--- src/rtl/dtree_pkg.sv ---
// Shared definitions for the decision-tree classifier front end: default
// geometry, loader FSM states and the feature-slice helper.
package dtree_pkg;

  localparam int NUM_FEATURES_DEF = 9;
  localparam int FEAT_W_DEF       = 8;
  localparam int CLASS_W_DEF      = 2;

  typedef enum logic [1:0] {
    LOAD   = 2'd0,
    SETTLE = 2'd1,
    OUT    = 2'd2
  } loader_state_e;

  // Lowest bit of feature slot idx on the flattened feature bus.
  function automatic int feat_lsb(input int idx, input int w);
    return idx * w;
  endfunction

endpackage

--- src/rtl/dtree_settle_timer.sv ---
// 8-bit down counter with synchronous load, count enable and zero flag;
// times how long the feature bus is held before the class is sampled.
module dtree_settle_timer (
  input  logic       clk,
  input  logic       rst_n,
  input  logic       load,
  input  logic [7:0] load_val,
  input  logic       en,
  output logic       zero
);

  logic [7:0] count;

  always_ff @(posedge clk or negedge rst_n) begin
    if (!rst_n) begin
      count <= 8'd0;
    end else if (load) begin
      count <= load_val;
    end else if (en && (count != 8'd0)) begin
      count <= count - 8'd1;
    end
  end

  assign zero = (count == 8'd0);

endmodule

--- src/rtl/dtree_frame_loader.sv ---
// Assembles a byte stream into the parallel feature bus of the combinational
// tree, holds it for a settle time, then returns the sampled class.
module dtree_frame_loader #(
  parameter int NUM_FEATURES  = dtree_pkg::NUM_FEATURES_DEF,
  parameter int FEAT_W        = dtree_pkg::FEAT_W_DEF,
  parameter int CLASS_W       = dtree_pkg::CLASS_W_DEF,
  parameter int SETTLE_CYCLES = 4
) (
  input  logic                           clk,
  input  logic                           rst_n,
  input  logic                           in_valid,
  output logic                           in_ready,
  input  logic [FEAT_W-1:0]              in_data,
  input  logic                           in_last,
  output logic [NUM_FEATURES*FEAT_W-1:0] feat_bus,
  input  logic [CLASS_W-1:0]             tree_class,
  output logic                           res_valid,
  input  logic                           res_ready,
  output logic [CLASS_W-1:0]             res_class,
  output logic                           res_err
);
  import dtree_pkg::*;

  localparam int IDX_W = (NUM_FEATURES > 1) ? $clog2(NUM_FEATURES) : 1;
  localparam logic [IDX_W-1:0] LAST_IDX = IDX_W'(NUM_FEATURES - 1);

  loader_state_e    state;
  logic [IDX_W-1:0] idx;
  logic             err_r;
  logic             accept;
  logic             at_last;
  logic             good_last;
  logic             settle_done;

  assign in_ready  = (state == LOAD);
  assign res_valid = (state == OUT);
  assign res_err   = err_r;

  assign accept    = in_valid & in_ready;
  assign at_last   = (idx == LAST_IDX);
  assign good_last = accept & in_last & at_last;

  dtree_settle_timer u_timer (
    .clk      (clk),
    .rst_n    (rst_n),
    .load     (good_last),
    .load_val (8'(SETTLE_CYCLES - 1)),
    .en       ((state == SETTLE) && !settle_done),
    .zero     (settle_done)
  );

  always_ff @(posedge clk or negedge rst_n) begin
    if (!rst_n) begin
      state     <= LOAD;
      idx       <= '0;
      err_r     <= 1'b0;
      res_class <= '0;
      feat_bus  <= '0;
    end else begin
      case (state)
        LOAD: begin
          if (accept) begin
            // The byte is stored even when it turns out to break framing.
            for (int i = 0; i < NUM_FEATURES; i++) begin
              if (idx == IDX_W'(i)) begin
                feat_bus[feat_lsb(i, FEAT_W) +: FEAT_W] <= in_data;
              end
            end
            if (in_last && at_last) begin
              idx   <= '0;
              state <= SETTLE;
            end else if (!in_last && !at_last) begin
              idx <= idx + 1'b1;
            end else begin
              idx       <= '0;
              err_r     <= 1'b1;
              res_class <= '0;
              state     <= OUT;
            end
          end
        end
        SETTLE: begin
          if (settle_done) begin
            res_class <= tree_class;
            err_r     <= 1'b0;
            state     <= OUT;
          end
        end
        OUT: begin
          if (res_ready) begin
            state <= LOAD;
          end
        end
        default: state <= LOAD;
      endcase
    end
  end

endmodule

--- config.mk ---
export PLATFORM = sky130hd
export DESIGN_NAME = dtree_frame_loader
export DESIGN_NICKNAME = d
export VERILOG_FILES = /design/src/rtl/dtree_pkg.sv /design/src/rtl/dtree_settle_timer.sv /design/src/rtl/dtree_frame_loader.sv
export SDC_FILE = /design/constraint.sdc
export NUM_CORES = 1
export LEC_CHECK = 0
export BUFFER_PORTS_ARGS = -buffer_cell sky130_fd_sc_hd__buf_4
export CORE_ASPECT_RATIO = 0.9
export CORE_MARGIN = 4
export CORE_UTILIZATION = 45
export CTS_CLUSTER_SIZE = 8
export DETAILED_ROUTE_END_ITERATION = 16
export HOLD_SLACK_MARGIN = 0.06
export PLACE_DENSITY_LB_ADDON = 0.3
export SETUP_SLACK_MARGIN = 0.5
export SYNTH_ARGS = -nofsm -noshare
export SYNTH_HDL_FRONTEND = slang
export SYNTH_SLANG_ARGS = --single-unit
--- constraint.sdc ---
create_clock -name clk -period 2.1 [get_ports clk]
set_input_delay 0.105 -clock clk [delete_from_list [all_inputs] [get_ports clk]]
set_output_delay 0.105 -clock clk [all_outputs]
set_load 0.005 [all_outputs]
==> flow_summary.json <==
{
  "path_cells": "or3b_4, nor3b_4, buf_6, nand2_4, mux2_4",
  "setup_ws_ns": 0.348,
  "diodes": 0,
  "rsz0062_at_grt": "yes",
  "avgSynthCellArea_sq_um": 14.6,
  "start_util_pct": 47.1,
  "drive_above_1_share_pct": 61.8,
  "final_max_slew_viol_count": 0,
  "max_stage_delay_ns": 0.44,
  "crit_buf_inv": 1,
  "synth_edf_count": 0,
  "layout_min_cycle_time_ns": 1.75,
  "worstMarginPinSlew_ns": 0.538,
  "num_rows": 30,
  "postPlaceCellArea_sq_um": 4500,
  "final_util_pct": 67.7,
  "ys_seq_elements": 89,
  "grt_pass1_vias": 2655,
  "reg2reg_slack_ns": 0.35,
  "cts.reportedPaths.clkPinSlew_ns": 0.09,
  "preCtsSetupSlack_ns": 0.189,
  "antenna_left": 0,
  "critPathArrivalTime_ns": 1.99,
  "gp_congestion": 0.810,
  "start_kind": "register",
  "dpl.hpwl_mm": 5.84,
  "via_per_inst": 5.24,
  "worstRegToRegCells": 5,
  "drc": 0,
  "grt_util_all_layers_pct": 18.8,
  "synth.cell_area_sq_um": 3630,
  "final_cells": 483,
  "fin_tns_setup_ns": 0,
  "cts_buffer_depth": 2,
  "cts_made_buffers": 9,
  "period_share_pct": 83.4,
  "drv_cap": 0,
  "crit_fanout": 8,
  "worstSetupEndpoint": "feat_bus[58]",
  "vdd_drop_max_mv": 0.837,
  "overflow": 0,
  "synthArstFlopShare_pct": 100,
  "h-tree-depth": 3,
  "die_area_sq_um": 9560,
  "criticalPathCategory": "register to register",
  "first_iter_violations": 88,
  "clk_latency_ns": 0.35,
  "outcome": "finished, final reports clean",
  "startpoint": "state[1]",
  "p_leak_uw": 0.00259,
  "wl_mm": 8.58,
  "syn_inst": 249,
  "pin_count": 92,
  "num_vias": 2530,
  "port_buffers": 91,
  "final_area_sq_um": 5210,
  "crit_required_ns": 2.34,
  "die_y_um": 93.2,
  "drt_first_pass_iters": 4,
  "crit_cells": 5,
  "ys_types": 39,
  "hold_viol_final": 0,
  "grt_first_pass_wirelength_mm": 13.7,
  "pwr_density_cell_nw_per_um2": 1230,
  "nNetsFinal": 403,
  "end_kind": "register",
  "grt_start_max_net_pins": 43,
  "dp_cells": 439,
  "cts_tree": "done",
  "syn_to_final_growth_pct": 43.6,
  "rr_startpoint": "state[1]",
  "die_x_um": 103,
  "critPathTopFamily": "simple AND/OR/NAND/NOR gates",
  "clock_sinks": 89,
  "wl_per_cell_um": 17.8,
  "reg2reg_to": "feat_bus[58]",
  "slowest_stage": "or3b_4",
  "finClkSkew_ns": 0.00935,
  "yosysWarnings": 0,
  "ys_seq_area_share_pct": 61.4,
  "cts_root_buf": "clkbuf_8",
  "max_freq_mhz": 571,
  "min_path_type": "primary input to register",
  "coreArea_sq_um": 7690,
  "syn_nets": 270,
  "setup_violations": 0,
  "synth_ff_type": "dfrtp_1",
  "relSlewSlack_pct": 64.2,
  "antenna_found_initial": 0
}
[how the worst min path moves through the flow]
stage	depth (start not counted)	slack, ns	endpoint	from
6_report	2	0.08	feat_bus[30]	in_data[6]
3_5_place_dp	1	0.13	feat_bus[51]	rst_n
5_1_grt	2	0.07	feat_bus[14]	in_data[6]
3_3_place_gp	1	0.13	feat_bus[51]	rst_n
2_1_floorplan	0	-0.19	feat_bus[0]	rst_n
4_1_cts	2	0.07	feat_bus[30]	in_data[6]
[flip-flops by register name (all words and copies together) (netlist names)]
signal and cells:
res_class 2, res_err 1, feat_bus 72, idx 4
u_timer.count 8, state 2
[layer usage]
layer  track usage, %  up-vias  routed length, um
met5                0        -                  0
met3             5.29        8                601
met2             29.9       79               4190
met1             24.9     1282               3670
li1                 -     1161                  -
met4             5.79        0                121
[worst register-to-register path: stages (launching register included)]
cell and delay, ns:
dfrtp_1 0.39, or3b_4 0.44, nor3b_4 0.19, buf_6 0.18, nand2_4 0.11, mux2_4 0.33
[final cells by class]
cell class / instances / area (sq um)
clock inverters: 6 / 97.6
repair buffers: 125 / 992
fillers: 551 / 2490
inverters: 7 / 26.3
well taps: 96 / 120
flip-flops and latches: 89 / 2230
multi-input cells: 150 / 1610
clock buffers: 10 / 138
[cell usage in the layout, fill, tap and decap left out, types with 2 or more instances in the layout]
cell,instances
nand2_1,5
dfrtp_1,89
nand2_8,5
clkinv_4,2
mux2_2,62
or3b_4,2
bufinv_16,2
mux2_4,11
nor3_1,2
ha_4,2
nor2_1,10
a22o_1,3
o211ai_1,3
or4_4,2
nand2_4,3
clkbuf_8,10
buf_4,110
buf_6,5
inv_1,3
o2111ai_2,2
ha_1,4
inv_2,4
nand3_1,3
o21ai_0,3
dlygate4sd3_1,9
xor2_1,4
[repair_timing]
item                       4_1_cts  5_1_grt
setup endpoints to repair       82       85
pin swaps                        8        6
gates resized for setup         32       19
hold endpoints to repair        55        0
setup buffers                   16        3
hold buffers                     9        0
[stage by stage]
stage | power (uW) | hold WS, ns
2_1_floorplan | 3550 | -0.191
4_1_cts | 6330 | 0.0654
3_5_place_dp | 4690 | 0.130
3_3_place_gp | 4620 | 0.125
5_1_grt | 6790 | 0.0749
6_report | 6390 | 0.0816
[power by group]
group / internal (uW) / switching, uW
Combinational: 1450 / 899
Sequential: 2320 / 379
Clock: 720 / 628
Total: 4490 / 1910
[Yosys cell counts, drive strengths merged, types with 2 or more instances]
library cell	number	area [sq um]
a22o	3	26.3
buf	2	10.0
dfrtp	89	2230
ha	6	75.1
inv	7	26.3
mux2	73	822
nand2	14	62.6
nand3	3	15.0
nor2	12	45.0
nor3	3	20.0
nor3b	2	26.3
nor4b	2	17.5
o2111ai	2	17.5
o211ai	3	22.5
o21ai	5	25.0
or3b	2	20.0
or4	2	15.0
xor2	4	35.0
[kinds of logic after synthesis]
kind of cell | count (synthesis) | share of synthesized area, %
xor+xnor | 5 | 1.21
mux | 74 | 22.9
buf+inv | 10 | 1.10
flops | 89 | 61.4
simple gates | 48 | 7.90
fa+ha+maj | 6 | 2.07
compound gates | 17 | 3.38
(Power assumes the default switching activity.)
